==> config.mk <==
export PLATFORM = sky130hd
export DESIGN_NAME = l2_sched
export DESIGN_NICKNAME = d
export VERILOG_FILES = /design/src/rtl/cnn_pkg.sv /design/src/rtl/l2_sched_wdog.sv /design/src/rtl/l2_sched.sv
export SDC_FILE = /design/constraint.sdc
export NUM_CORES = 1
export LEC_CHECK = 0
export ABC_AREA = 1
export CORE_AREA = 2 2 52 54
export CTS_CLUSTER_SIZE = 16
export DETAILED_ROUTE_END_ITERATION = 6
export DIE_AREA = 0 0 54 56
export PLACE_DENSITY = 0.72
export SYNTH_ARGS = -nofsm -noshare
export SYNTH_HDL_FRONTEND = slang
export SYNTH_SLANG_ARGS = --single-unit
==> constraint.sdc <==
create_clock -name clk -period 1.4 [get_ports clk]
set_clock_uncertainty 0.15 [all_clocks]
set_input_delay 0.35 -clock clk [delete_from_list [all_inputs] [get_ports clk]]
set_output_delay 0.35 -clock clk [all_outputs]
set_load 0.02 [all_outputs]
==> src/rtl/cnn_pkg.sv <==
// Shared types and constants for the CNN layer schedulers.
// Latency: n/a (declarations only).
// Backpressure: n/a.
package cnn_pkg;

  // Layer-2 frame geometry: 12x12 output map, one lyr_strt per pixel.
  localparam int L2_N_PIX  = 144;
  // Cycles allowed between lyr_strt and lyr_bsy rising.
  localparam int L2_ACK_TO = 3;

  typedef enum logic [2:0] {
    IDLE     = 3'd0,
    ISSUE    = 3'd1,
    WAIT_ACK = 3'd2,
    RUN      = 3'd3,
    DRAIN    = 3'd4,
    DONE     = 3'd5
  } sched_state_t;

endpackage

==> src/rtl/l2_sched_wdog.sv <==
// Ack watchdog: times lyr_strt -> lyr_bsy and keeps a sticky error flag.
// Latency: timeout is combinational on the ACK_TO-th armed cycle; err registers on that edge.
// Backpressure: none; bsy simply disarms the timer.
// Ports: start  - arm and zero the timer (pixel issued)
//        clear  - new frame: disarm and drop err
//        cancel - frame aborted: disarm, suppress timeout, keep err
//        bsy    - layer busy; ends the wait
//        timeout- fires for one cycle when the wait expires
//        err    - sticky timeout flag
module l2_sched_wdog #(
  parameter int ACK_TO = 3
) (
  input  logic clk,
  input  logic rst_n,
  input  logic start,
  input  logic clear,
  input  logic cancel,
  input  logic bsy,
  output logic timeout,
  output logic err
);

  localparam int TW = $clog2(ACK_TO + 1);

  logic [TW-1:0] tmr;
  logic          armed;

  // Timer starts at 0 on the lyr_strt cycle, so the expiry compare is
  // against ACK_TO-1: err becomes visible exactly ACK_TO cycles after lyr_strt.
  assign timeout = armed && !bsy && !cancel && (tmr == TW'(ACK_TO - 1));

  always_ff @(posedge clk or negedge rst_n) begin
    if (!rst_n) begin
      tmr   <= '0;
      armed <= 1'b0;
      err   <= 1'b0;
    end else if (clear) begin
      tmr   <= '0;
      armed <= 1'b0;
      err   <= 1'b0;
    end else if (start) begin
      tmr   <= '0;
      armed <= 1'b1;
    end else if (armed) begin
      if (cancel || bsy) begin
        tmr   <= '0;
        armed <= 1'b0;
      end else if (timeout) begin
        tmr   <= '0;
        armed <= 1'b0;
        err   <= 1'b1;
      end else begin
        tmr <= tmr + 1'b1;
      end
    end
  end

endmodule

==> src/rtl/l2_sched.sv <==
// Layer-2 frame scheduler: one lyr_strt per output pixel, frame_done (tx_done) at frame end.
// Latency: lyr_strt one cycle after ISSUE sees src_vld && !lyr_bsy; src_pop one cycle after bsy falls.
// Backpressure: stalls in ISSUE on !src_vld or lyr_bsy, in DRAIN until sink_done.
// Ports: frame_start/abort pulses; src_vld/src_pop upstream buffer handshake;
//        lyr_strt/lyr_bsy layer datapath handshake; sink_done downstream drained;
//        frame_done, pix_cnt, busy, err status.
// Build option: L2_SCHED_PERF_EN adds perf_cyc[15:0], the busy-cycle count of the last frame.
module l2_sched
  import cnn_pkg::*;
#(
  parameter int N_PIX  = L2_N_PIX,
  parameter int ACK_TO = L2_ACK_TO,
  parameter int CNT_W  = 8
) (
  input  logic             clk,
  input  logic             rst_n,
  input  logic             frame_start,
  input  logic             abort,
  input  logic             src_vld,
  output logic             src_pop,
  output logic             lyr_strt,
  input  logic             lyr_bsy,
  input  logic             sink_done,
  output logic             frame_done,
  output logic [CNT_W-1:0] pix_cnt,
  output logic             busy,
  output logic             err
`ifdef L2_SCHED_PERF_EN
  ,
  output logic [15:0]      perf_cyc
`endif
);

  sched_state_t state, nxt;
  logic         bsy_q;
  logic         issue, px_done;
  logic         start_ok, abort_ok, timeout;
  logic         last_pix;

  assign busy     = (state != IDLE);
  assign start_ok = (state == IDLE) && frame_start;
  // DONE already ends the frame with its own pulse; re-entering it would
  // stretch frame_done to two cycles.
  assign abort_ok = abort && (state != IDLE) && (state != DONE);
  assign last_pix = (pix_cnt == CNT_W'(N_PIX - 1));

  always_comb begin
    nxt     = state;
    issue   = 1'b0;
    px_done = 1'b0;
    case (state)
      IDLE:     if (frame_start) nxt = ISSUE;
      ISSUE:    if (src_vld && !lyr_bsy) begin
                  nxt   = WAIT_ACK;
                  issue = 1'b1;
                end
      WAIT_ACK: if (lyr_bsy)      nxt = RUN;
                else if (timeout) nxt = DONE;
      // Falling edge of bsy marks the pixel as accumulated.
      RUN:      if (bsy_q && !lyr_bsy) begin
                  px_done = 1'b1;
                  nxt     = last_pix ? DRAIN : ISSUE;
                end
      DRAIN:    if (sink_done) nxt = DONE;
      DONE:     nxt = IDLE;
      default:  nxt = IDLE;
    endcase
    if (abort_ok) begin
      nxt     = DONE;
      issue   = 1'b0;
      px_done = 1'b0;
    end
  end

  always_ff @(posedge clk or negedge rst_n) begin
    if (!rst_n) begin
      state      <= IDLE;
      bsy_q      <= 1'b0;
      lyr_strt   <= 1'b0;
      src_pop    <= 1'b0;
      frame_done <= 1'b0;
      pix_cnt    <= '0;
    end else begin
      state      <= nxt;
      bsy_q      <= lyr_bsy;
      lyr_strt   <= issue;
      src_pop    <= px_done;
      frame_done <= (nxt == DONE);
      if (start_ok)     pix_cnt <= '0;
      else if (px_done) pix_cnt <= pix_cnt + 1'b1;
    end
  end

  l2_sched_wdog #(
    .ACK_TO (ACK_TO)
  ) u_wdog (
    .clk     (clk),
    .rst_n   (rst_n),
    .start   (issue),
    .clear   (start_ok),
    .cancel  (abort_ok),
    .bsy     (lyr_bsy),
    .timeout (timeout),
    .err     (err)
  );

`ifdef L2_SCHED_PERF_EN
  logic [15:0] perf_cnt, perf_nxt;

  assign perf_nxt = (perf_cnt == 16'hFFFF) ? perf_cnt : perf_cnt + 16'd1;

  // Snapshot takes the incremented value so the DONE cycle is included:
  // perf_cyc equals the frame_start-to-frame_done distance in cycles.
  always_ff @(posedge clk or negedge rst_n) begin
    if (!rst_n) begin
      perf_cnt <= '0;
      perf_cyc <= '0;
    end else begin
      if (start_ok)  perf_cnt <= '0;
      else if (busy) perf_cnt <= perf_nxt;
      if (frame_done) perf_cyc <= perf_nxt;
    end
  end
`endif

endmodule

; ---- After elaboration in Yosys (flattened, before gate mapping)
; Index checks and enable logic that the tools add are counted.
[word_totals]
elab_cells = 71
ramBits = 0
memories = 0
mem_bits_ro = 0
latchBits = 0
ff_bits = 19
[classes]
bitwise_logic = 0
n_div = 0
n_eq_ne = 10
add_sub_neg = 2
order_cmp = 0
shift = 0
muxes = 32
reduce_logical = 18
multipliers = 0
[ops]
columns = cell, count
row1 = 3-bit 2-to-1 mux, 8
row2 = 1-bit 2-to-1 mux, 16
row3 = 8-bit 2-to-1 mux, 2
row4 = 3-bit one-hot mux with 5 select lines, 1
row5 = 2-bit 2-to-1 mux, 5
row6 = 8-bit by 1-bit adder with 8-bit output (second input constant), 1
row7 = 8-bit == test (second input constant), 1
row8 = 1-bit logical AND, 8
row9 = 3-bit by 2-bit == test with 1-bit output (second input constant), 2
row10 = 3-bit == test (second input constant), 2
row11 = 2-bit nonzero test, 3
row12 = 3-bit nonzero test, 2
row13 = 4-bit AND reduction, 1
row14 = 3-bit by 1-bit == test with 1-bit output (second input constant), 1
row15 = 3-bit logical NOT, 1
row16 = 3-bit != test (second input constant), 1
row17 = 2-bit by 1-bit adder with 2-bit output (second input constant), 1
row18 = 2-bit == test (second input constant), 1
row19 = 1-bit logical NOT, 2
row20 = 2-bit by 1-bit != test with 1-bit output (second input constant), 1
row21 = 2-bit != test (second input constant), 1
row22 = 1-bit logical OR, 1

; ---- Depth between registers and ports, before layout
; Gate-level depths: netlist of run 1.
[depth]
ltp_word = 11
depth_mapped = 10
depth_no_buf = 10

; ---- Modules after synthesis
; A second synthesis of run 1 with hierarchy kept.
[unflattened]
hier_cells = 154
hier_area_um2 = 1128.6
[modules_own_cells]
columns = mod, cells_per_inst, instances, area_each_um2, seq_area_each_um2
row1 = l2_sched, 125, 1, 922.1, 375.4
row2 = l2_sched_wdog, 29, 1, 206.4, 100.1

; ---- Worst setup path after synthesis of run 1
; Ideal clock, no wire load.
[synth_path]
path_type = flip-flop to flip-flop
start = reg pix_cnt[0]
end = reg frame_done
setup_time_ps = 114
arrival_time_ps = 1302
required_ps = 1136
synth_period_minus_slack_ps = 1566
slack_ps = -166
stages_incl_launch_ff = 11
path_cell_list = dfrtp_1 ha_1 nand2_1 nor2_1 nand2_1 nand2_1 nand2_1 nor2_1 nand3_1 nand2_1 nor2_1
[synth_via]
elab_chain_len = 6
[synth_rtl]
columns = element, line_no
row1 = start: declaration, l2_sched.sv:25  ; output logic [CNT_W-1:0] pix_cnt,
row2 = start signal: assignment, l2_sched.sv:90  ; else if (px_done) pix_cnt <= pix_cnt + 1'b1;
row3 = 8-bit == test, l2_sched.sv:45  ; assign last_pix = (pix_cnt == CNT_W'(N_PIX - 1));
row4 = 3-bit 2-to-1 mux, l2_sched.sv:62  ; nxt = last_pix ? DRAIN : ISSUE;
row5 = 3-bit 2-to-1 mux, l2_sched.sv:60  ; RUN: if (bsy_q && !lyr_bsy) begin
row6 = 3-bit one-hot mux with 5 select lines, l2_sched.sv:51  ; case (state)
row7 = 3-bit 2-to-1 mux, l2_sched.sv:68  ; if (abort_ok) begin
row8 = net nxt[0], l2_sched.sv:34  ; sched_state_t state, nxt;
row9 = 3-bit == test, l2_sched.sv:88  ; frame_done <= (nxt == DONE);
row10 = end signal: assignment, l2_sched.sv:88
row11 = end: declaration, l2_sched.sv:24  ; output logic frame_done,
; The timed path passes the listed nets, and every way through them passes these cells.
; A chain may end at the register's enable or synchronous reset.

; ---- Final worst setup path of run 1
[layout_path]
start = reg state[1]
end = out busy
[layout_via]
elab_chain_len = 1
[layout_rtl]
columns = element, line_no
row1 = start: declaration, l2_sched.sv:34
row2 = start signal: assignment, l2_sched.sv:84  ; state <= nxt;
row3 = 3-bit nonzero test, l2_sched.sv:40  ; assign busy = (state != IDLE);
row4 = end: declaration, l2_sched.sv:26  ; output logic busy,
; Every way passes these cells.

==> run_results.csv, run 1 <==
group,metric,value,unit
run_status,status,"complete, but fails checks",
run_status,violations,"negative setup slack",
job,maxCapViolCount,0,
synthesis,netlist_area,1080,um2
routing,dr.pass1.iters,4,
synthesis,synth_top_family_by_area,"simple AND/OR/NAND/NOR gates",
pwr,vdd.ir_drop.worst,0.00118,V
worst_setup_path,cp_max_fo,2,
floorplanning,row_count,18,
global_routing,grt_pass1_vias,1145,
routing,drc,0,
worst_setup_path,worst_path_dominant_cell_family,"flip-flops",
placement,hpwl,1.92,mm
routing,route.vias.total,1152,
synthesis,yosys_register_bits,19,
timing,finalSetupViolations,15,
worst_setup_path,crit_type,"flop to primary output",
cts,cts_inserted_buffers,3,
routing,viasPerCell,5.14,
synthesis,ys_top_cells_by_area,"dfrtp_1, nand2_1, inv_1",
cts,cts_root_buffer,"clkbuf_4",
floorplanning,initial_utilization,44.3,%
placement,place_congestion,0.913,
timing,hold_viol,0,
min_path,hp-class,"input pin to flop",
routing,wl_per_cell,13.1,um
synthesis,synthSimpleGateAreaFrac,35.2,%
worst_setup_path,endpoint_kind,"primary output",
worst_setup_path,crit_required,0.90,ns
synthesis,synth-xor-area-share,2.44,%
synthesis,ys_warn_count,0,
placement,place_inst,215,
routing,drt-total-wl,2.93,mm
global_routing,grt_usage,21.3,%
synthesis,synth-adder-area-share,1.16,%
timing,min_period,1.54,ns
synthesis,ys_async_sr_fraction,100,%
synthesis,ys_types,25,
worst_setup_path,slowest_stage,"dfrtp_1",
pwr,p_leak,0.891,nW
cts,clk_pin_slew,0.11,ns
layout,area_growth,60.4,%
timing,setup_tns,-0.848,ns
timing,slew_viol_final,0,
worst_setup_path,critPathBufInv,1,
synthesis,syn_nets,148,
floorplanning,core_area,2430,um2
synthesis,synth_compound_area_share,8.13,%
routing,final_antenna_net_count,0,
cts,cts.sinks,19,
cts,h-tree-depth,1,
timing,min_period_over_period,110,%
timing,fmax,648,MHz
synthesis,ys_seq_area_share,44.1,%
timing,rsz0062_at_grt,"yes",
synthesis,syn-instance-count,140,
synthesis,synth_most_common_cell,"nand2_1",
worst_setup_path,max_stage_delay,0.42,ns
floorplanning,die_h,56,um
floorplanning,ioPinCount,20,
timing,slew_headroom,85.7,%
synthesis,synth_top_area_share,44.1,%
synthesis,synthFlopType,"dfrtp_1",
synthesis,synthTopCellsByCount,"nand2_1, inv_1, dfrtp_1",
placement,io_buffers,19,
global_routing,grt-ovfl-total,0,
worst_setup_path,critPathArrivalTime,1.04,ns
pwr,power,0.00257,W
cts,clock_path_buffers,2,
cts,hold_buffers,0,
layout,nFillCells,198,
timing,finalWorstSetupSlack,-0.143,ns
routing,drtIter0Drc,23,
timing,tightestPinTransition,0.214,ns
synthesis,synth_top_cell_by_area,"dfrtp_1",
synthesis,muxShareOfSynthArea,0,%
global_routing,grt_start_max_net_pins,20,
layout,layout.nets,203,
floorplanning,die_w,54,um
worst_setup_path,path_cells,"nor2_4, nand2_4, buf_6",
pwr,powerDensity,1490,nW/um2
layout,fin_util,71.0,%
floorplanning,dieArea,3020,um2
synthesis,synth_edf_count,0,
layout,drive_above_1_share,44.3,%
cts,clk_latency,0.30,ns
global_routing,antenna_found_initial,0,
layout,final_cell_count_no_fill,224,
synthesis,avgSynthCellArea,7.69,um2
cts,tritoncts,"built",
global_routing,grt_pass1_wl,4.74,mm
layout,antennaDiodeCount,0,
worst_setup_path,crit_path_start_kind,"flop",
path summary, 6_finish.rpt:
path	start	end	slack, ns	depth (start not counted)
worst max-delay path	state[1]	busy	-0.14	3
worst max register to register	state[0]	pix_cnt[7]	-0.10	7
worst min register to register	u_wdog.err	u_wdog.err	0.36	1
worst min-delay path	lyr_bsy	bsy_q	0.19	2
max in group asynchronous	rst_n	pix_cnt[4]	0.74	2
min in group asynchronous	rst_n	src_pop	0.22	2
logic make-up (layout without fill, tap and decap cells):
family / count (synthesis) / in the layout
XOR/XNOR: 3 / 3
adder cells (fa/ha/maj): 1 / 1
flip-flops: 19 / 19
AND/OR/NAND/NOR: 77 / 77
buffers and inverters: 24 / 78
AO/OA/AOI/OAI: 16 / 16
flip-flops by register name, summed over array words and instances, names as in the netlist:
name	cells
u_wdog.tmr	2
pix_cnt	8
bsy_q	1
state	3
src_pop	1
u_wdog.err	1
lyr_strt	1
frame_done	1
u_wdog.armed	1
area by class of cell:
class                      count  area, um2  area share, %
inverter                      23       98.8           5.72
sequential                    19        478           27.7
timing repair buffer          51        459           26.6
clock buffer                   4       26.3           1.52
tap                           30       37.5           2.17
multi-input combinational     97        628           36.4
power by group:
part           leakage, nW  switching [W]  internal, W
sequential           0.252       0.000105     0.000676
combinational        0.624       0.000824     0.000694
clock               0.0150       0.000163     0.000111
total                0.891        0.00109      0.00148
routing by layer:
metal / vias up / track usage, % / wire length (um)
li1: 562 / - / -
met1: 545 / 25.8 / 1150
met2: 35 / 36.6 / 1560
met3: 10 / 3.23 / 138
met4: 0 / 8.57 / 90
met5: - / 0 / 0
worst reg2reg max path: cells and delay by family, from the launching register on:
| family | cells | cell delay [ns] |
|---|---|---|
| AOI/OAI and AO/OA | 1 | 0.10 |
| buffers and inverters | 2 | 0.26 |
| DFF | 1 | 0.43 |
| and+or+nand+nor | 4 | 0.45 |
stage by stage:
stage	hold slack [ns]	cell area (um2)	worst slack [ns]
floorplan	-0.0956	1090	-0.0276
global placement	0.325	1530	-0.348
detailed placement	0.338	1530	-0.415
CTS	0.230	1630	-0.141
global route	0.200	1730	-0.203
finish	0.195	1730	-0.143
cell usage in the layout, fill, tap and decap left out, drive strengths merged:
master         Yosys  final
a21oi              3      3
a31oi              1      1
buf                1     45
clkbuf             0      4
clkdlybuf4s50      0      5
clkinv             1      1
dfrtp             19     19
dlymetal6s2s       0      1
ha                 1      1
inv               22     22
nand2             32     32
nand3             14     14
nand4              7      7
nor2              20     20
nor3               3      3
o21a               1      1
o21ai             11     11
or2                1      1
xor2               3      3
timing repair:
| action | in CTS | in global routing |
|---|---|---|
| setup buffers | 5 | 1 |
| gates resized for setup | 86 | 26 |
| pin swaps | 15 | 15 |
| endpoints found under the setup margin | 31 | 24 |
| endpoints found under the hold margin | 0 | 0 |
Power figures use the tool's default switching activity.
==> run 2, diff against run 1 <==
Settings changed: CORE_AREA 2 2 52 54 to 2 2 51 53, CTS_BUF_LIST set to sky130_fd_sc_hd__clkbuf_4, DIE_AREA 0 0 54 56 to 0 0 53 55, HOLD_SLACK_MARGIN set to 0.1, PLACE_DENSITY 0.72 to 0.74.
==> run 2 against run 1 <==
Compared with the run above: the flow still finishes with violations (negative setup slack); sequential cell count unchanged; largest power group unchanged; critical endpoint unchanged; highest routed layer unchanged; wire length fell by 1.6%; core utilization increased by 3.0 points; cell area rose by 1.4%; global-route usage is 2.5 points lower; critical path depth did not move; largest cell class unchanged.
==> run_results.csv, run 2 (synthesized netlist as in run 1, its figures left out) <==
group,metric,value,unit
timing,fmax,636,MHz
worst_setup_path,worst_path_dominant_cell_family,"flip-flops",
floorplanning,die_h,55,um
worst_setup_path,critPathBufInv,1,
placement,place_congestion,0.919,
global_routing,grt_usage,18.9,%
cts,clk_latency,0.29,ns
cts,h-tree-depth,1,
placement,io_buffers,19,
floorplanning,row_count,18,
cts,cts_inserted_buffers,3,
worst_setup_path,critPathArrivalTime,1.07,ns
routing,viasPerCell,4.99,
pwr,powerDensity,1510,nW/um2
routing,final_antenna_net_count,0,
timing,hold_viol,0,
layout,most-common-layout-cells,"buf_4, nand2_1, dfrtp_1",
layout,reg_top3,"pix_cnt x8, state x3, u_wdog.tmr x2",
min_path,hp-class,"input pin to async pin",
floorplanning,ioPinCount,20,
floorplanning,dieArea,2920,um2
run_status,status,"complete, but fails checks",
routing,drtIter0Drc,21,
routing,drc,0,
global_routing,antenna_found_initial,0,
pwr,p_leak,0.891,nW
routing,route.vias.total,1127,
global_routing,grt-ovfl-total,0,
run_status,violations,"negative setup slack",
worst_setup_path,crit_type,"flop to primary output",
worst_setup_path,cp_max_fo,2,
placement,hpwl,1.89,mm
floorplanning,core_area,2360,um2
timing,min_period,1.57,ns
routing,drt-total-wl,2.88,mm
cts,hold_buffers,0,
cts,cts_root_buffer,"clkbuf_4",
worst_setup_path,crit_path_start,"state[1]",
global_routing,grt_pass1_vias,1034,
timing,rsz0062_at_grt,"yes",
global_routing,grt_start_max_net_pins,20,
layout,antennaDiodeCount,0,
layout,drive_above_1_share,45.4,%
placement,placed_area,1550,um2
timing,tightestPinTransition,0.288,ns
cts,clk_pin_slew,0.10,ns
layout,top_register,"pix_cnt",
job,maxCapViolCount,0,
worst_setup_path,path_cells,"nor2_4, nand2_4, buf_6",
pwr,vdd.ir_drop.worst,0.00132,V
layout,fin_area,1750,um2
floorplanning,die_w,53,um
global_routing,grt_pass1_wl,4.02,mm
worst_setup_path,crit_path_start_kind,"flop",
floorplanning,initial_utilization,45.6,%
layout,fin_util,74.1,%
worst_setup_path,timing.rr.start,"state[0]",
worst_setup_path,endpoint_kind,"primary output",
layout,largest_register_ffs,8,
timing,finalWorstSetupSlack,-0.171,ns
cts,clock_path_buffers,2,
worst_setup_path,max_stage_delay,0.43,ns
layout,layout.nets,205,
cts,cts.sinks,19,
worst_setup_path,crit_required,0.90,ns
cts,tritoncts,"built",
layout,area_growth,62.6,%
routing,wl_per_cell,12.8,um
timing,finalSetupViolations,20,
timing,slew_viol_final,0,
timing,min_period_over_period,112,%
routing,dr.pass1.iters,4,
layout,layout_commonest_cell,"buf_4",
pwr,power,0.00264,W
timing,slew_headroom,80.7,%
worst_setup_path,slowest_stage,"dfrtp_1",
==> run 2: final timing paths <==
kind	depth (start not counted)	endpoint	slack, ns
setup / recovery	3	busy	-0.17
hold / removal	2	pix_cnt[6]	0.23
setup reg to reg	6	frame_done	-0.16
hold reg to reg	1	u_wdog.err	0.36
max in group asynchronous	2	pix_cnt[0]	0.73
min in group clk	1	u_wdog.err	0.36
==> run 2: per-layer routing <==
layer	track usage, %	up-vias	share of wire (%)	routed length (um)
met2	36.3	32	53	1520
met3	1.61	7	3.9	111
li1	-	567	-	-
met1	21.2	521	42	1210
met5	0	-	0	0
met4	8.55	0	1.6	46
==> run 2: final cells by class <==
class,count,area [um2]
Fill cell,170,613
Timing Repair Buffer,53,455
Inverter,23,98.8
Multi-Input combinational cell,97,652
Sequential cell,19,478
Clock buffer,4,30.0
Tap cell,30,37.5
==> run 2: timing repair <==
item / CTS / global route
resized for setup: 76 / 35
pin swaps: 6 / 14
buffers inserted: 1 / 4
setup endpoints to repair: 31 / 22
==> run 2: per-stage QoR <==
stage          TNS [ns]  setup WS (ns)  hold slack [ns]  instances
6_report          -1.45         -0.171            0.235        226
5_1_grt           -2.77         -0.238            0.226        226
4_1_cts           -1.10         -0.164            0.232        222
3_5_place_dp      -6.35         -0.399            0.334        217
3_3_place_gp      -5.67         -0.350            0.325        217
2_1_floorplan   -0.0276        -0.0276          -0.0956        140
==> run 2: report_power, final <==
group	leakage, nW	switching (W)	total [W]	internal (W)
Combinational	0.621	0.000855	0.00156	0.000708
Clock	0.0184	0.000161	0.000292	0.000130
Sequential	0.252	0.000108	0.000784	0.000676
